**config.mk**
```make
export PLATFORM = sky130hd
export DESIGN_NAME = elevator_ctrl_flat
export DESIGN_NICKNAME = d
export VERILOG_FILES = /design/src/rtl/elevator_ctrl_if.sv /design/src/rtl/elevator_ctrl.sv /design/src/flat_wrapper.sv
export SDC_FILE = /design/constraint.sdc
export NUM_CORES = 1
export LEC_CHECK = 0
export BUFFER_PORTS_ARGS = -buffer_cell sky130_fd_sc_hd__buf_2
export CAP_MARGIN = 40
export CORE_MARGIN = 5
export CORE_UTILIZATION = 58
export CTS_CLUSTER_DIAMETER = 30
export DETAILED_ROUTE_END_ITERATION = 16
export GPL_TIMING_DRIVEN = 0
export PLACE_DENSITY = 0.77
export SYNTH_ARGS = -nofsm -noshare
export SYNTH_HDL_FRONTEND = slang
export SYNTH_SLANG_ARGS = --single-unit
```
**constraint.sdc**
```tcl
create_clock -name clk -period 5.2 [get_ports clk]
set_input_delay 1.56 -clock clk [delete_from_list [all_inputs] [get_ports clk]]
set_output_delay 1.56 -clock clk [all_outputs]
set_load 0.02 [all_outputs]
```
**src/rtl/elevator_ctrl_if.sv**
```systemverilog
// elevator_ctrl_if: button/lamp panel and car status bundle between panel (master) and controller (slave)
interface elevator_ctrl_if;
  logic U1, U2, U3, D2, D3, D4, F1, F2, F3, F4;
  logic U1_led, U2_led, U3_led, D2_led, D3_led, D4_led, F1_led, F2_led, F3_led, F4_led;
  logic Opened;
  logic [1:0] Direction, Floor;
  modport master (
    output U1, U2, U3, D2, D3, D4, F1, F2, F3, F4,
    input  U1_led, U2_led, U3_led, D2_led, D3_led, D4_led, F1_led, F2_led, F3_led, F4_led,
    input  Opened, Direction, Floor
  );
  modport slave (
    input  U1, U2, U3, D2, D3, D4, F1, F2, F3, F4,
    output U1_led, U2_led, U3_led, D2_led, D3_led, D4_led, F1_led, F2_led, F3_led, F4_led,
    output Opened, Direction, Floor
  );
endinterface

```
**src/rtl/elevator_ctrl.sv**
```systemverilog
// elevator_ctrl: four-floor single-car SCAN controller with latched calls and fixed move/door timers
module elevator_ctrl #(
  parameter int T_MOVE = 4,
  parameter int T_DOOR = 4
) (
  input logic clk,
  input logic rst,
  elevator_ctrl_if.slave io
);
  localparam int TW = $clog2((T_MOVE > T_DOOR ? T_MOVE : T_DOOR) + 1);
  localparam logic [1:0] D_IDLE = 2'b00, D_UP = 2'b01, D_DN = 2'b10;
  typedef enum logic [1:0] {IDLE, MOVE, DOOR} state_t;
  state_t state, state_n;
  logic [1:0] floor, floor_n, dir, dir_n, nf, fs;
  logic [TW-1:0] tmr, tmr_n;
  logic opened, opened_n;
  logic [3:0] up, dn, car, up_n, dn_n, car_n;
  logic [3:0] up_b, dn_b, car_b, up_e, dn_e, car_e, req, oh, cu, cd, cc;
  logic kd_up, ah, ah_o, stop, hit;
  function automatic logic ahead(input logic [1:0] f, input logic go_up, input logic [3:0] r);
    logic [3:0] m;
    m = go_up ? 4'b1110 << f : ~(4'b1111 << f);
    return |(r & m);
  endfunction
  always_ff @(posedge clk or negedge rst)
    if (!rst) begin
      state <= IDLE;
      floor <= 2'd0;
      dir <= D_IDLE;
      tmr <= '0;
      opened <= 1'b0;
      up <= 4'b0;
      dn <= 4'b0;
      car <= 4'b0;
    end else begin
      state <= state_n;
      floor <= floor_n;
      dir <= dir_n;
      tmr <= tmr_n;
      opened <= opened_n;
      up <= up_n;
      dn <= dn_n;
      car <= car_n;
    end
  // Decisions see pending lamps plus this edge's presses, so a call at the idle floor opens without ever lighting.
  always_comb begin
    up_b = {1'b0, io.U3, io.U2, io.U1};
    dn_b = {io.D4, io.D3, io.D2, 1'b0};
    car_b = {io.F4, io.F3, io.F2, io.F1};
    up_e = up | up_b;
    dn_e = dn | dn_b;
    car_e = car | car_b;
    req = up_e | dn_e | car_e;
    kd_up = dir != D_DN;
    nf = kd_up ? floor + 2'd1 : floor - 2'd1;
    fs = state == MOVE ? nf : floor;
    oh = 4'b0001 << fs;
    ah = ahead(fs, kd_up, req);
    ah_o = ahead(floor, !kd_up, req);
    cc = oh;
    cu = (dir != D_DN || !ah) ? oh : 4'b0;
    cd = (dir != D_UP || !ah) ? oh : 4'b0;
    stop = car_e[nf] || (kd_up ? up_e[nf] : dn_e[nf]) || (!ah && (kd_up ? dn_e[nf] : up_e[nf])) || nf == 2'd0 || nf == 2'd3;
    hit = |((up_b & cu) | (dn_b & cd) | (car_b & cc));
    state_n = state;
    floor_n = floor;
    dir_n = dir;
    tmr_n = tmr;
    opened_n = opened;
    up_n = up_e;
    dn_n = dn_e;
    car_n = car_e;
    case (state)
      IDLE: begin
        opened_n = 1'b0;
        if (ah || ah_o) begin
          state_n = MOVE;
          dir_n = (kd_up == ah) ? D_UP : D_DN;
          tmr_n = TW'(T_MOVE - 1);
        end else if (req[floor]) begin
          state_n = DOOR;
          opened_n = 1'b1;
          tmr_n = TW'(T_DOOR - 1);
          up_n = up_e & ~cu;
          dn_n = dn_e & ~cd;
          car_n = car_e & ~cc;
        end else dir_n = D_IDLE;
      end
      MOVE: begin
        tmr_n = tmr == '0 ? TW'(T_MOVE - 1) : tmr - 1'b1;
        if (tmr == '0) begin
          floor_n = nf;
          if (stop) begin
            state_n = DOOR;
            opened_n = 1'b1;
            tmr_n = TW'(T_DOOR - 1);
            up_n = up_e & ~cu;
            dn_n = dn_e & ~cd;
            car_n = car_e & ~cc;
          end
        end
      end
      DOOR: begin
        up_n = up_e & ~cu;
        dn_n = dn_e & ~cd;
        car_n = car_e & ~cc;
        tmr_n = hit ? TW'(T_DOOR - 1) : (tmr == '0 ? tmr : tmr - 1'b1);
        if (!hit && tmr == '0) begin
          state_n = IDLE;
          opened_n = 1'b0;
        end
      end
      default: state_n = IDLE;
    endcase
  end
  assign {io.U1_led, io.U2_led, io.U3_led} = {up[0], up[1], up[2]};
  assign {io.D2_led, io.D3_led, io.D4_led} = {dn[1], dn[2], dn[3]};
  assign {io.F1_led, io.F2_led, io.F3_led, io.F4_led} = {car[0], car[1], car[2], car[3]};
  assign io.Opened = opened;
  assign io.Direction = dir;
  assign io.Floor = floor;
endmodule

```
**src/flat_wrapper.sv**
```systemverilog
// flat-port wrapper written by rule: the top's interface ports become plain ports
module elevator_ctrl_flat 
#(
  parameter int T_MOVE = 4,
  parameter int T_DOOR = 4
)
  (clk, rst, io_U1, io_U2, io_U3, io_D2, io_D3, io_D4, io_F1, io_F2, io_F3, io_F4, io_U1_led, io_U2_led, io_U3_led, io_D2_led, io_D3_led, io_D4_led, io_F1_led, io_F2_led, io_F3_led, io_F4_led, io_Opened, io_Direction, io_Floor);
  elevator_ctrl_if io_i ();
  input logic clk;
  input logic rst;
  input wire logic [$bits(io_i.U1)-1:0] io_U1;
  input wire logic [$bits(io_i.U2)-1:0] io_U2;
  input wire logic [$bits(io_i.U3)-1:0] io_U3;
  input wire logic [$bits(io_i.D2)-1:0] io_D2;
  input wire logic [$bits(io_i.D3)-1:0] io_D3;
  input wire logic [$bits(io_i.D4)-1:0] io_D4;
  input wire logic [$bits(io_i.F1)-1:0] io_F1;
  input wire logic [$bits(io_i.F2)-1:0] io_F2;
  input wire logic [$bits(io_i.F3)-1:0] io_F3;
  input wire logic [$bits(io_i.F4)-1:0] io_F4;
  output wire logic [$bits(io_i.U1_led)-1:0] io_U1_led;
  output wire logic [$bits(io_i.U2_led)-1:0] io_U2_led;
  output wire logic [$bits(io_i.U3_led)-1:0] io_U3_led;
  output wire logic [$bits(io_i.D2_led)-1:0] io_D2_led;
  output wire logic [$bits(io_i.D3_led)-1:0] io_D3_led;
  output wire logic [$bits(io_i.D4_led)-1:0] io_D4_led;
  output wire logic [$bits(io_i.F1_led)-1:0] io_F1_led;
  output wire logic [$bits(io_i.F2_led)-1:0] io_F2_led;
  output wire logic [$bits(io_i.F3_led)-1:0] io_F3_led;
  output wire logic [$bits(io_i.F4_led)-1:0] io_F4_led;
  output wire logic [$bits(io_i.Opened)-1:0] io_Opened;
  output wire logic [$bits(io_i.Direction)-1:0] io_Direction;
  output wire logic [$bits(io_i.Floor)-1:0] io_Floor;
  assign io_i.U1 = io_U1;
  assign io_i.U2 = io_U2;
  assign io_i.U3 = io_U3;
  assign io_i.D2 = io_D2;
  assign io_i.D3 = io_D3;
  assign io_i.D4 = io_D4;
  assign io_i.F1 = io_F1;
  assign io_i.F2 = io_F2;
  assign io_i.F3 = io_F3;
  assign io_i.F4 = io_F4;
  assign io_U1_led = io_i.U1_led;
  assign io_U2_led = io_i.U2_led;
  assign io_U3_led = io_i.U3_led;
  assign io_D2_led = io_i.D2_led;
  assign io_D3_led = io_i.D3_led;
  assign io_D4_led = io_i.D4_led;
  assign io_F1_led = io_i.F1_led;
  assign io_F2_led = io_i.F2_led;
  assign io_F3_led = io_i.F3_led;
  assign io_F4_led = io_i.F4_led;
  assign io_Opened = io_i.Opened;
  assign io_Direction = io_i.Direction;
  assign io_Floor = io_i.Floor;
  elevator_ctrl #(.T_MOVE(T_MOVE), .T_DOOR(T_DOOR)) u_core (.clk(clk), .rst(rst), .io(io_i));
endmodule
```
; Word level (Yosys, flattened, before mapping)
; Index checks and enable logic that the tools add are counted.
[classes]
n_addsub = 3
n_mul = 0
div = 0
n_lt_le_gt_ge = 2
n_eq_ne = 12
shifts = 5
muxes = 54
bitwise = 20
n_reduce_logical = 23
[ops]
columns = op, n
row1 = $mux W4, 16
row2 = $pmux W4 S3, 3
row3 = $and A4 B4 Y4, 7
row4 = $or A4 B4 Y4, 6
row5 = $mux W3, 7
row6 = $mux W2, 10
row7 = $not A4 Y4, 5
row8 = $shl A4 B2 Y4 const A, 4
row9 = $reduce_or A4 Y1, 3
row10 = $mux W1, 11
row11 = $pmux W3 S3, 1
row12 = $bmux W1 S2, 4
row13 = $ne A2 B1 Y1 const B, 4
row14 = $reduce_and A4 Y1, 2
row15 = $logic_or A1 B1 Y1, 7
row16 = $lt A2 B3 Y1 const B, 2
row17 = $pmux W2 S3, 1
row18 = $and A3 B4 Y4, 1
row19 = $eq A2 B2 Y1 const B, 2
row20 = $logic_not A2 Y1, 2
row21 = $ne A2 B2 Y1 const B, 2
row22 = $or A4 B3 Y4, 1
row23 = $reduce_and A2 Y1, 2
row24 = $shl A1 B2 Y4 const A, 1
row25 = 13 further kinds, 15
[totals]
reg_bits = 22
latchBits = 0
ram_bits = 0
mem_bits_ro = 0
input_bits = 12
elab_cells = 127
mem_count = 0

; Longest topological paths before layout
; Gate-level depths: netlist of the first run.
[logic_depth]
ltp_word = 19
ltp_mapped = 18

; Worst setup path after synthesis of the first run
; OpenSTA, ideal clock, no wires.
[synth_timing]
kind = register -> register
start = register u_core.dir[0] (netlist: u_core.io.Direction[0])
end = register u_core.state[0]
setup_ns = 0.118
arrival_time_ns = 3.751
t_required_ns = 5.082
slack_ns = 1.331
stages_incl_launch_ff = 19
path_buffers = 2
cell_sequence = dfrtp_1 > nand2b_1 > clkbuf_1 > inv_1 > nand2b_1 > nand2_1 > ha_1 > buf_2 > and2_1 > or2_2 > o2111a_1 > nor2_1 > ha_1 > a21oi_1 > a221oi_1 > o2111ai_1 > a211oi_2 > a21oi_1 > a21o_1
[synth_via]
elab_chain_len = 19
word_cells_on_any_way = 49
cone_classes = eq/ne (6) / shift (3) / mux (16) / bitwise (8) / reduce/logical (16)
[synth_rtl]
columns = element, line_no
row1 = "start, declared", elevator_ctrl.sv:14  ; logic [1:0] floor, floor_n, dir, dir_n, nf, fs;
row2 = "start signal, assigned", elevator_ctrl.sv:38  ; dir <= dir_n;
row3 = $ne A2 B2 Y1, "elevator_ctrl.sv:54, elevator_ctrl.sv:61"
row4 = $mux W2, elevator_ctrl.sv:55  ; nf = kd_up ? floor + 2'd1 : floor - 2'd1;
row5 = $mux W2, elevator_ctrl.sv:56  ; fs = state == MOVE ? nf : floor;
row6 = $shl A4 B2 Y4, elevator_ctrl.sv:22  ; m = go_up ? 4'b1110 << f : ~(4'b1111 << f);
row7 = $not A4 Y4, elevator_ctrl.sv:22
row8 = $mux W4, elevator_ctrl.sv:22
row9 = $and A4 B4 Y4, elevator_ctrl.sv:23  ; return |(r & m);
row10 = $reduce_or A4 Y1, elevator_ctrl.sv:23
row11 = [2 not listed], -
row12 = "$mux W4, on equally long branches", "elevator_ctrl.sv:61, elevator_ctrl.sv:62"
row13 = $and A3 B4 Y4 / $and A4 B4 Y4 (equally long branches), elevator_ctrl.sv:64  ; hit = |((up_b & cu) | (dn_b & cd) | (car_b & cc));
row14 = $or A4 B4 Y4 (2 in series), elevator_ctrl.sv:64
row15 = $reduce_or A4 Y1, elevator_ctrl.sv:64
row16 = $logic_not A1 Y1, elevator_ctrl.sv:108  ; if (!hit && tmr == '0) begin
row17 = $logic_and A1 B1 Y1, elevator_ctrl.sv:108
row18 = $ne A2 B1 Y1 (no line), -
row19 = $reduce_and A4 Y1 (no line), -
row20 = "end signal, assigned", elevator_ctrl.sv:36  ; state <= state_n;
row21 = "end, declared", elevator_ctrl.sv:13  ; state_t state, state_n;
; Several ways; a longest one is shown, not always the timed one. The select of a mux whose other input is x is not followed.
; A chain may end at the register's enable or synchronous reset.

; Final worst setup path of the first run
; Ends and elaborated chain as after synthesis.

==> results of run 1 <==
-- worst paths after layout --
check	start	endpoint	depth (start not counted)
worst max-delay path	u_core.io.Direction[0]$_DFFE_PN0P_	u_core.state[0]$_DFFE_PN0P_	18
worst min-delay path	u_core.tmr[1]$_DFFE_PN0P_	u_core.tmr[1]$_DFFE_PN0P_	1
worst max register to register	u_core.io.Direction[0]$_DFFE_PN0P_	u_core.state[0]$_DFFE_PN0P_	18
worst min register to register	u_core.tmr[1]$_DFFE_PN0P_	u_core.tmr[1]$_DFFE_PN0P_	1
max in group asynchronous	rst	u_core.tmr[0]$_DFFE_PN0P_	1
min in group asynchronous	rst	u_core.up[0]$_DFF_PN0_	1
-- metal layers --
metal | global-route usage [%] | vias up | wire, um
met5 | 0 | - | 0
met4 | 4.71 | 0 | 52
met3 | 5.32 | 6 | 487
met2 | 40.0 | 76 | 2400
met1 | 36.1 | 865 | 2390
li1 | - | 900 | -
-- area by class of cell --
type                    count  area, um2  area share [%]
clock buffers               4       36.3            1.68
well taps                  46       57.6            2.66
multi-input cells         177       1280            59.5
inverters                  15       56.3            2.61
repair buffers             26        130            6.02
flip-flops and latches     22        551            25.5
plain buffers              11       45.0            2.08
-- per-stage QoR --
stage	total power, uW	utilization (%)	cell area [um2]	std cells
final	1500	65.8	2160	301
after global routing	1620	65.8	2160	301
after CTS	1480	65.8	2160	301
after detailed placement	1380	64.7	2120	297
after global placement	1370	64.7	2120	297
after floorplan	1110	-	1940	225
-- worst max-delay path, stage by stage, from the launching register on --
cell and delay (ps):
dfrtp_1 410, nand2b_1 120, clkbuf_1 270, inv_1 150, nand2b_1 120, nand2_1 80, ha_1 270, buf_2 180
and2_1 200, or2_2 300, o2111a_1 300, nor2_1 160, ha_1 330, a21oi_1 70, a221oi_1 560, o2111ai_1 280
a211oi_2 440, a21oi_1 130, a21o_1 170
-- state kept, by name (all words and copies together) (netlist names) --
name,count
u_core.io.Opened,1
u_core.car,4
u_core.tmr,3
u_core.dn,4
u_core.state,2
u_core.up,4
u_core.io.Direction,2
u_core.io.Floor,2
-- report_power, final --
group          internal [uW]  switching (uW)
combinational            429             661
clock                   42.8            57.0
sequential               246            59.0
total                    718             777
-- placed cells by master, fill, tap and decap left out, drive strengths merged, types with 2 or more instances in the layout --
cell,count
o2bb2ai,3
ha,10
dfrtp,22
mux4,5
o21ai,12
a31oi,7
clkbuf,10
mux2i,3
nor2,22
a21o,2
and3b,2
nor4,4
inv,15
or4,5
a21boi,4
or3,4
and2,3
nor2b,2
buf,31
o2111a,2
o2111ai,2
nand2b,7
o211ai,2
nand3,8
nand2,21
a221oi,2
a21oi,8
a41oi,2
or2,8
a211o,2
o22a,5
o22ai,5
-- synthesized netlist by cell type (all sizes together) (2+ instances only) --
library cell | instances | area [um2]
a211o | 2 | 17.5
a21boi | 4 | 33.8
a21o | 2 | 15.0
a21oi | 8 | 40.0
a221oi | 2 | 17.5
a31oi | 7 | 43.8
a41oi | 2 | 17.5
and2 | 3 | 18.8
and3b | 2 | 17.5
buf | 5 | 22.5
clkbuf | 6 | 22.5
dfrtp | 22 | 551
ha | 10 | 125
inv | 15 | 56.3
mux2i | 3 | 30.0
mux4 | 5 | 113
nand2 | 21 | 78.8
nand2b | 7 | 43.8
nand3 | 8 | 40.0
nor2 | 22 | 85.1
nor2b | 2 | 12.5
nor4 | 4 | 31.3
o2111a | 2 | 31.3
o2111ai | 2 | 17.5
o211ai | 2 | 15.0
o21ai | 12 | 60.1
o22a | 5 | 43.8
o22ai | 5 | 37.5
o2bb2ai | 3 | 26.3
or2 | 8 | 50.1
or3 | 4 | 25.0
or4 | 5 | 56.3
-- logic make-up after synthesis --
group | count (synthesis) | share of synthesized area, %
compound gates | 66 | 25.5
xor+xnor | 1 | 0.452
fa+ha+maj | 10 | 6.46
buf+inv | 26 | 5.23
flops | 22 | 28.4
mux | 9 | 7.95
simple gates | 91 | 26.0
==> run summary, run 1 <==
Total GRT Usage - 25.4%
Critical Path AT - 4860 ps
vias post-DR - 1,847
Final HPWL DP - 4.28 mm
max_slew headroom - 61.5%
die height - 67.8 um
core area - 3280 um2
Max Slew Vio Count - 0
Max IR drop VDD - 0.356 mV
H-tree levels - 1
Final min period - 4650 ps
DRC - 0
register area share after synthesis - 28.4%
GP Congestion - 0.993
EDFF count, synth - 0
initial antenna violation count - 0
class of the worst hold path - reg -> reg
Nets - 278
IO Port Bufs - 26
layout cells sized above 1 - 23.1%
chip width - 67.8 um
Worst-path clk slew - 130 ps
# hold bufs at CTS - 0
final hold violations - 0
fmax - 215 MHz
WL final - 5.33 mm
max_cap viols - 0
CP Launch Type - register
Mapped Area - 1940 um2
CTS Buf Count - 3
RSZ-0062 raised after global routing - no
area growth from synthesis to layout - 11.6%
syn nets - 247
First-pass DRT Iterations - 4
setup bufs post-CTS - 0
Post-Place Setup Slack - 652 ps
Initial Utilization - 59.0%
Clock Skew - 5.66 ps
status - completed
CTS tree - built
Worst-Skew Late Latency - 310 ps
Leakage - 0.000939 uW
PwrDens - 692 nW/um2
Post-Syn Instances - 225
Clock Sinks - 22
FF+latch count, synth - 22
setup TNS - 0 ps
required time worst endpoint - 5420 ps
Tcrit/Tclk final - 89.3%
clock buffer depth - 2
Site Rows - 21
worst setup margin - 555 ps
first-pass GRT wire length - 8.67 mm
CTS root buf - clkbuf_4
number of global-route vias before repair - 1,795
top_reg_cell synth - dfrtp_1
drt wl/cell - 17.7 um
gr ovfl total - 0
n_diodes - 0
final setup violation count - 0
Mean Syn Cell Area - 8.61 um2
largest net degree at the start of global routing - 23
Filler cells - 301
post-synth cell types - 53
DRT iter0 DRCs - 147
Avg Vias per Cell - 6.14
Crit Path Category - reg -> reg
crit end category - register
asr flop ratio synth - 100%
reg2reg setup slack - 550 ps
WHS - 523 ps
worst-margin pin slew - 571 ps
yosys warns - 0
CP Max Fanout - 8
ANT nets after route - 0
post-CTS resize count - 0
IO Count - 27
area of the die - 4590 um2
Power figures use the tool's default switching activity.
==> run 2, diff against run 1 <==
--- a/config.mk
+++ b/config.mk
@@ -13,6 +13,7 @@
 export DETAILED_ROUTE_END_ITERATION = 16
 export GPL_TIMING_DRIVEN = 0
 export PLACE_DENSITY = 0.77
+export RECOVER_POWER = 25
 export SYNTH_ARGS = -nofsm -noshare
 export SYNTH_HDL_FRONTEND = slang
 export SYNTH_SLANG_ARGS = --single-unit
==> run summary, run 2 (same netlist as run 1, synthesis figures left out) <==
status - completed
final hold violations - 0 (unchanged)
final setup violation count - 0 (unchanged)
slowest CP cell - a221oi_1
die height - 67.8 um (unchanged)
worst r2r dst - u_core.state[0]$_DFFE_PN0P_
Leakage - 0.000937 uW (-0.29%)
Worst-path clk slew - 130 ps (about the same)
number of global-route vias before repair - 1,795 (unchanged)
fmax - 214 MHz (-0.57%)
drt wl/cell - 17.7 um (+0.19%)
ANT nets after route - 0 (unchanged)
Worst R2R Path Depth - 18 (unchanged)
design area - 2160 um2 (about the same)
RSZ-0062 raised after global routing - no
biggest cell delay along the critical path - 570 ps (about the same)
Clock Sinks - 22 (unchanged)
PwrDens - 693 nW/um2 (+0.20%)
CTS Buf Count - 3 (unchanged)
gr ovfl total - 0 (unchanged)
Non-Filler Instances - 301 (unchanged)
Worst-Skew Late Latency - 310 ps (about the same)
GP Congestion - 0.993 (unchanged)
Hold Path Cell Cnt - 1 (unchanged)
Hold Path End - u_core.tmr[1]$_DFFE_PN0P_
Critical Path AT - 4890 ps (+30 ps)
Clock Skew - 6.83 ps (+1.16 ps)
area of the die - 4590 um2 (unchanged)
Final min period - 4670 ps (+26.6 ps)
Total GRT Usage - 25.4% (unchanged)
Max IR drop VDD - 0.357 mV (+0.27%)
Regs by FF count - u_core.car x4, u_core.dn x4, u_core.up x4
max_slew headroom - 18.9% (-43 points)
chip width - 67.8 um (unchanged)
clock buffer depth - 2 (unchanged)
setup bufs post-CTS - 0 (unchanged)
Tcrit/Tclk final - 89.8% (+0.51 points)
n_diodes - 0 (unchanged)
area growth from synthesis to layout - 11.5% (about the same)
IO Port Bufs - 26 (unchanged)
Site Rows - 21 (unchanged)
most common cell after layout, fill and taps aside - buf_2
Crit Path Category - reg -> reg
H-tree levels - 1 (unchanged)
placed cell areas - 2120 um2 (unchanged)
Final HPWL DP - 4.28 mm (unchanged)
Nets - 278 (unchanged)
Max Slew Vio Count - 0 (unchanged)
layout cells sized above 1 - 22.7% (-0.39 points)
cell breakdown of the critical path - nand2b_1, clkbuf_1, inv_1, nand2b_1, nand2_1, ha_1, buf_2, and2_1, or2_2, o2111a_1, nor2_1, ha_1, a21oi_1, a221oi_1, o2111ai_1, a211oi_2, a21oi_1, a21o_1
CP Launch Type - register
required time worst endpoint - 5420 ps (about the same)
post-CTS resize count - 0 (unchanged)
DRT iter0 DRCs - 151 (+2.7%)
IO Count - 27 (unchanged)
worst reg2reg path startpoint - u_core.io.Direction[0]$_DFFE_PN0P_
vias post-DR - 1,871 (+1.3%)
crit end category - register
CTS tree - built
WHS - 523 ps (-0.318 ps)
utilization after layout - 65.8% (about the same)
core area - 3280 um2 (unchanged)
WL final - 5.34 mm (+0.19%)
# hold bufs at CTS - 0 (unchanged)
Placed Cells - 297 (unchanged)
class of the worst hold path - reg -> reg
first-pass GRT wire length - 8.67 mm (unchanged)
CTS root buf - clkbuf_4
Initial Utilization - 59.0% (unchanged)
initial antenna violation count - 0 (unchanged)
most frequent cells in the layout - buf_2 (28), dfrtp_1 (22), nor2_1 (21), nand2_1 (21), inv_1 (15)
max_cap viols - 0 (unchanged)
reg2reg setup slack - 530 ps (-30 ps)
Avg Vias per Cell - 6.22 (+1.3%)
largest net degree at the start of global routing - 23 (unchanged)
setup TNS - 0 ps (unchanged)
worst-margin pin slew - 1220 ps (+645 ps)
DRC - 0 (unchanged)
First-pass DRT Iterations - 4 (unchanged)
worst hold start - u_core.tmr[1]$_DFFE_PN0P_
CP Max Fanout - 8 (unchanged)
==> run 2: cell count changes in the layout (fill, tap and decap cells not counted), sizes merged <==
cell,before,now
buf,31,30
clkbuf,10,11
==> run 2: routing by layer <==
layer / global-route usage, % / part of all wire (%) / wire (um) / up-vias
li1: - / - / - / 900
met1: 36.1 / 45 / 2430 / 887
met2: 40.0 / 46 / 2440 / 78
met3: 5.32 / 7.8 / 419 / 6
met4: 4.71 / 0.97 / 52 / 0
met5: 0 / 0 / 0 / -
==> run 2: layout make-up <==
cell class	instances	area, um2
multi-input combinational	177	1280
clock buffer	4	36.3
sequential	22	551
inverter	15	56.3
buffer	11	45.0
fill	302	1120
timing repair buffer	26	129
tap	46	57.6
==> run 2: metrics by stage <==
step           worst slack, ps  power (uW)
2_1_floorplan             1330        1110
3_3_place_gp               686        1370
3_5_place_dp               652        1380
4_1_cts                    625        1480
5_1_grt                    224        1620
6_report                   528        1500
==> run 2: worst max path at each step <==
| stage | start | end | slack [ps] | depth (start not counted) |
|---|---|---|---|---|
| after floorplan | u_core.io.Direction[0]$_DFFE_PN0P_ | u_core.state[0]$_DFFE_PN0P_ | 1330 | 18 |
| after global placement | u_core.io.Direction[0]$_DFFE_PN0P_ | u_core.state[0]$_DFFE_PN0P_ | 690 | 18 |
| after detailed placement | u_core.io.Direction[0]$_DFFE_PN0P_ | u_core.state[0]$_DFFE_PN0P_ | 650 | 18 |
| after CTS | u_core.io.Direction[0]$_DFFE_PN0P_ | u_core.state[0]$_DFFE_PN0P_ | 620 | 18 |
| after global routing | u_core.io.Direction[0]$_DFFE_PN0P_ | u_core.state[0]$_DFFE_PN0P_ | 220 | 18 |
| final | u_core.io.Direction[0]$_DFFE_PN0P_ | u_core.state[0]$_DFFE_PN0P_ | 530 | 18 |
==> run 2: critical path, delay by kind of cell, from the launching register on <==
family | cells | cell delay [ps]
AOI/OAI and AO/OA | 7 | 1960
and+or+nand+nor | 6 | 980
adders and majority gates | 2 | 610
buffers and inverters | 3 | 600
DFF | 1 | 410
==> run 2: power breakdown <==
| part | internal, uW | switching, uW |
|---|---|---|
| sequential | 246 | 59.2 |
| clock | 42.8 | 56.5 |
| combinational | 429 | 664 |
==> run 3, diff against run 2 <==
--- a/config.mk
+++ b/config.mk
@@ -12,7 +12,7 @@
 export CTS_CLUSTER_DIAMETER = 30
 export DETAILED_ROUTE_END_ITERATION = 16
 export GPL_TIMING_DRIVEN = 0
-export PLACE_DENSITY = 0.77
+export PLACE_DENSITY = 0.8
 export RECOVER_POWER = 25
 export SYNTH_ARGS = -nofsm -noshare
 export SYNTH_HDL_FRONTEND = slang
==> run summary, run 3 (same netlist as run 1, synthesis figures left out) <==
Hold Path Cell Cnt - 1 (unchanged)
Clock Skew - 10.8 ps (+3.99 ps)
# hold bufs at CTS - 0 (unchanged)
max_cap viols - 0 (unchanged)
initial antenna violation count - 0 (unchanged)
Clock Sinks - 22 (unchanged)
CTS Buf Count - 3 (unchanged)
core area - 3280 um2 (unchanged)
Final min period - 4570 ps (-103 ps)
DRC - 0 (unchanged)
IO Count - 27 (unchanged)
most frequent cells in the layout - buf_2 (28), dfrtp_1 (22), nor2_1 (21), nand2_1 (21), inv_1 (15)
Leakage - 0.000944 uW (+0.74%)
crit end category - register
Flop pwr share - 20.1% (-0.3 points)
Critical Path AT - 4790 ps (-100 ps)
Max IR drop VDD - 0.362 mV (+1.4%)
setup bufs post-CTS - 0 (unchanged)
Final HPWL DP - 4.15 mm (-3.0%)
vias post-DR - 1,876 (+0.27%)
final hold violations - 0 (unchanged)
required time worst endpoint - 5420 ps (about the same)
Nets - 278 (unchanged)
fmax - 219 MHz (+2.3%)
class of the worst hold path - reg -> reg
first-pass GRT wire length - 8.93 mm (+2.9%)
max_slew headroom - 18.6% (-0.27 points)
Tcrit/Tclk final - 87.9% (-2.0 points)
status - completed
Filler cells - 303 (+0.33%)
Worst-Skew Late Latency - 320 ps (about the same)
worst r2r dst - u_core.state[0]$_DFFE_PN0P_
PwrDens - 700 nW/um2 (+0.99%)
internal power - 752 uW (+4.8%)
Sw Share - 50.6% (-1.4 points)
CP Max Fanout - 8 (unchanged)
most common cell after layout, fill and taps aside - buf_2
worst-margin pin slew - 1220 ps (+4.03 ps)
number of global-route vias before repair - 1,778 (-0.95%)
layout cells sized above 1 - 22.7% (unchanged)
Comb pwr share - 71.1% (-1.9 points)
Worst-path clk slew - 120 ps (about the same)
post-CTS resize count - 0 (unchanged)
clock share of power - 8.8% (+2.2 points)
area growth from synthesis to layout - 12.3%
Initial Utilization - 59.0% (unchanged)
GP Congestion - 0.967 (-2.6%)
reg2reg setup slack - 630 ps (+100 ps)
ANT nets after route - 0 (unchanged)
Crit Path Category - reg -> reg
H-tree levels - 1 (unchanged)
Psw - 771 uW (-1.0%)
Regs by FF count - u_core.car x4, u_core.dn x4, u_core.up x4
chip width - 67.8 um (unchanged)
gr ovfl total - 0 (unchanged)
DRT iter0 DRCs - 235 (+56%)
final setup violation count - 0 (unchanged)
utilization after layout - 66.2% (+0.50 points)
WL final - 5.31 mm (-0.62%)
First-pass DRT Iterations - 4 (unchanged)
drt wl/cell - 17.6 um (-0.62%)
n_diodes - 0 (unchanged)
CTS tree - built
worst reg2reg path startpoint - u_core.io.Direction[0]$_DFFE_PN0P_
Avg Vias per Cell - 6.23 (+0.27%)
area of the die - 4590 um2 (unchanged)
Site Rows - 21 (unchanged)
CTS root buf - clkbuf_4
Hold Path End - u_core.tmr[1]$_DFFE_PN0P_
CP Launch Type - register
setup TNS - 0 ps (unchanged)
clock buffer depth - 2 (unchanged)
die height - 67.8 um (unchanged)
largest net degree at the start of global routing - 23 (unchanged)
Worst R2R Path Depth - 18 (unchanged)
Total GRT Usage - 26.2% (+0.80 points)
worst hold start - u_core.tmr[1]$_DFFE_PN0P_
RSZ-0062 raised after global routing - no
IO Port Bufs - 26 (unchanged)
Max Slew Vio Count - 0 (unchanged)
==> run 3: cell types whose count changed in the layout (fill, tap and decap cells not counted), sizes merged <==
cell | before | now
bufinv | 0 | 1
clkbuf | 11 | 10
==> run 3: how the worst max path moves through the flow <==
stage                                                   from                          end  slack (ps)  depth (start not counted)
final                     u_core.io.Direction[0]$_DFFE_PN0P_  u_core.state[0]$_DFFE_PN0P_         630                         18
after global routing      u_core.io.Direction[0]$_DFFE_PN0P_  u_core.state[0]$_DFFE_PN0P_         180                         18
after CTS                 u_core.io.Direction[0]$_DFFE_PN0P_  u_core.state[0]$_DFFE_PN0P_         650                         18
after detailed placement  u_core.io.Direction[0]$_DFFE_PN0P_  u_core.state[0]$_DFFE_PN0P_         670                         18
after global placement    u_core.io.Direction[0]$_DFFE_PN0P_  u_core.state[0]$_DFFE_PN0P_         730                         18
after floorplan           u_core.io.Direction[0]$_DFFE_PN0P_  u_core.state[0]$_DFFE_PN0P_        1330                         18
==> run 3: layer usage <==
layer	wire length, um	track usage (%)	up-vias	part of all wire, %
li1	-	-	895	-
met1	2400	39.2	887	45
met2	2330	38.5	82	44
met3	463	3.66	12	8.7
met4	106	8.44	0	2.0
met5	0	0	-	0
==> run 3: power by group through the flow <==
stage / Combinational [uW] / Clock (uW) / Sequential [uW]
floorplan: 738 / 0 / 367
global placement: 1050 / 0 / 305
detailed placement: 1060 / 0 / 311
CTS: 1070 / 138 / 306
global route: 1200 / 145 / 320
finish: 1080 / 134 / 306
==> run 3: cell type report <==
type                    count  area, um2  area share [%]
plain buffers              11       45.0            2.07
clock buffers               3       22.5            1.04
clock inverters             1       30.0            1.38
inverters                  15       56.3            2.59
multi-input cells         177       1280            59.1
flip-flops and latches     22        551            25.3
well taps                  46       57.6            2.65
repair buffers             26        129            5.92
==> run 3: worst max-delay path, stage by stage (launching register included) <==
cell and delay (ps):
dfrtp_1 400, nand2b_1 110, clkbuf_1 300, inv_1 170, nand2b_1 140, nand2_1 90
ha_1 270, buf_2 180, and2_1 200, or2_2 290, o2111a_1 300, nor2_1 150
ha_1 280, a21oi_1 70, a221oi_1 470, o2111ai_1 290, a211oi_2 440, a21oi_1 130
a21o_1 170
==> run 3: metrics by stage <==
step,area (um2),worst slack (ps),hold slack (ps),power (uW),std cells
global placement,2120,728,495,1360,297
detailed placement,2120,672,507,1370,297
floorplan,1940,1330,482,1110,225
finish,2180,631,526,1520,301
global route,2180,176,568,1660,301
CTS,2180,651,536,1520,301
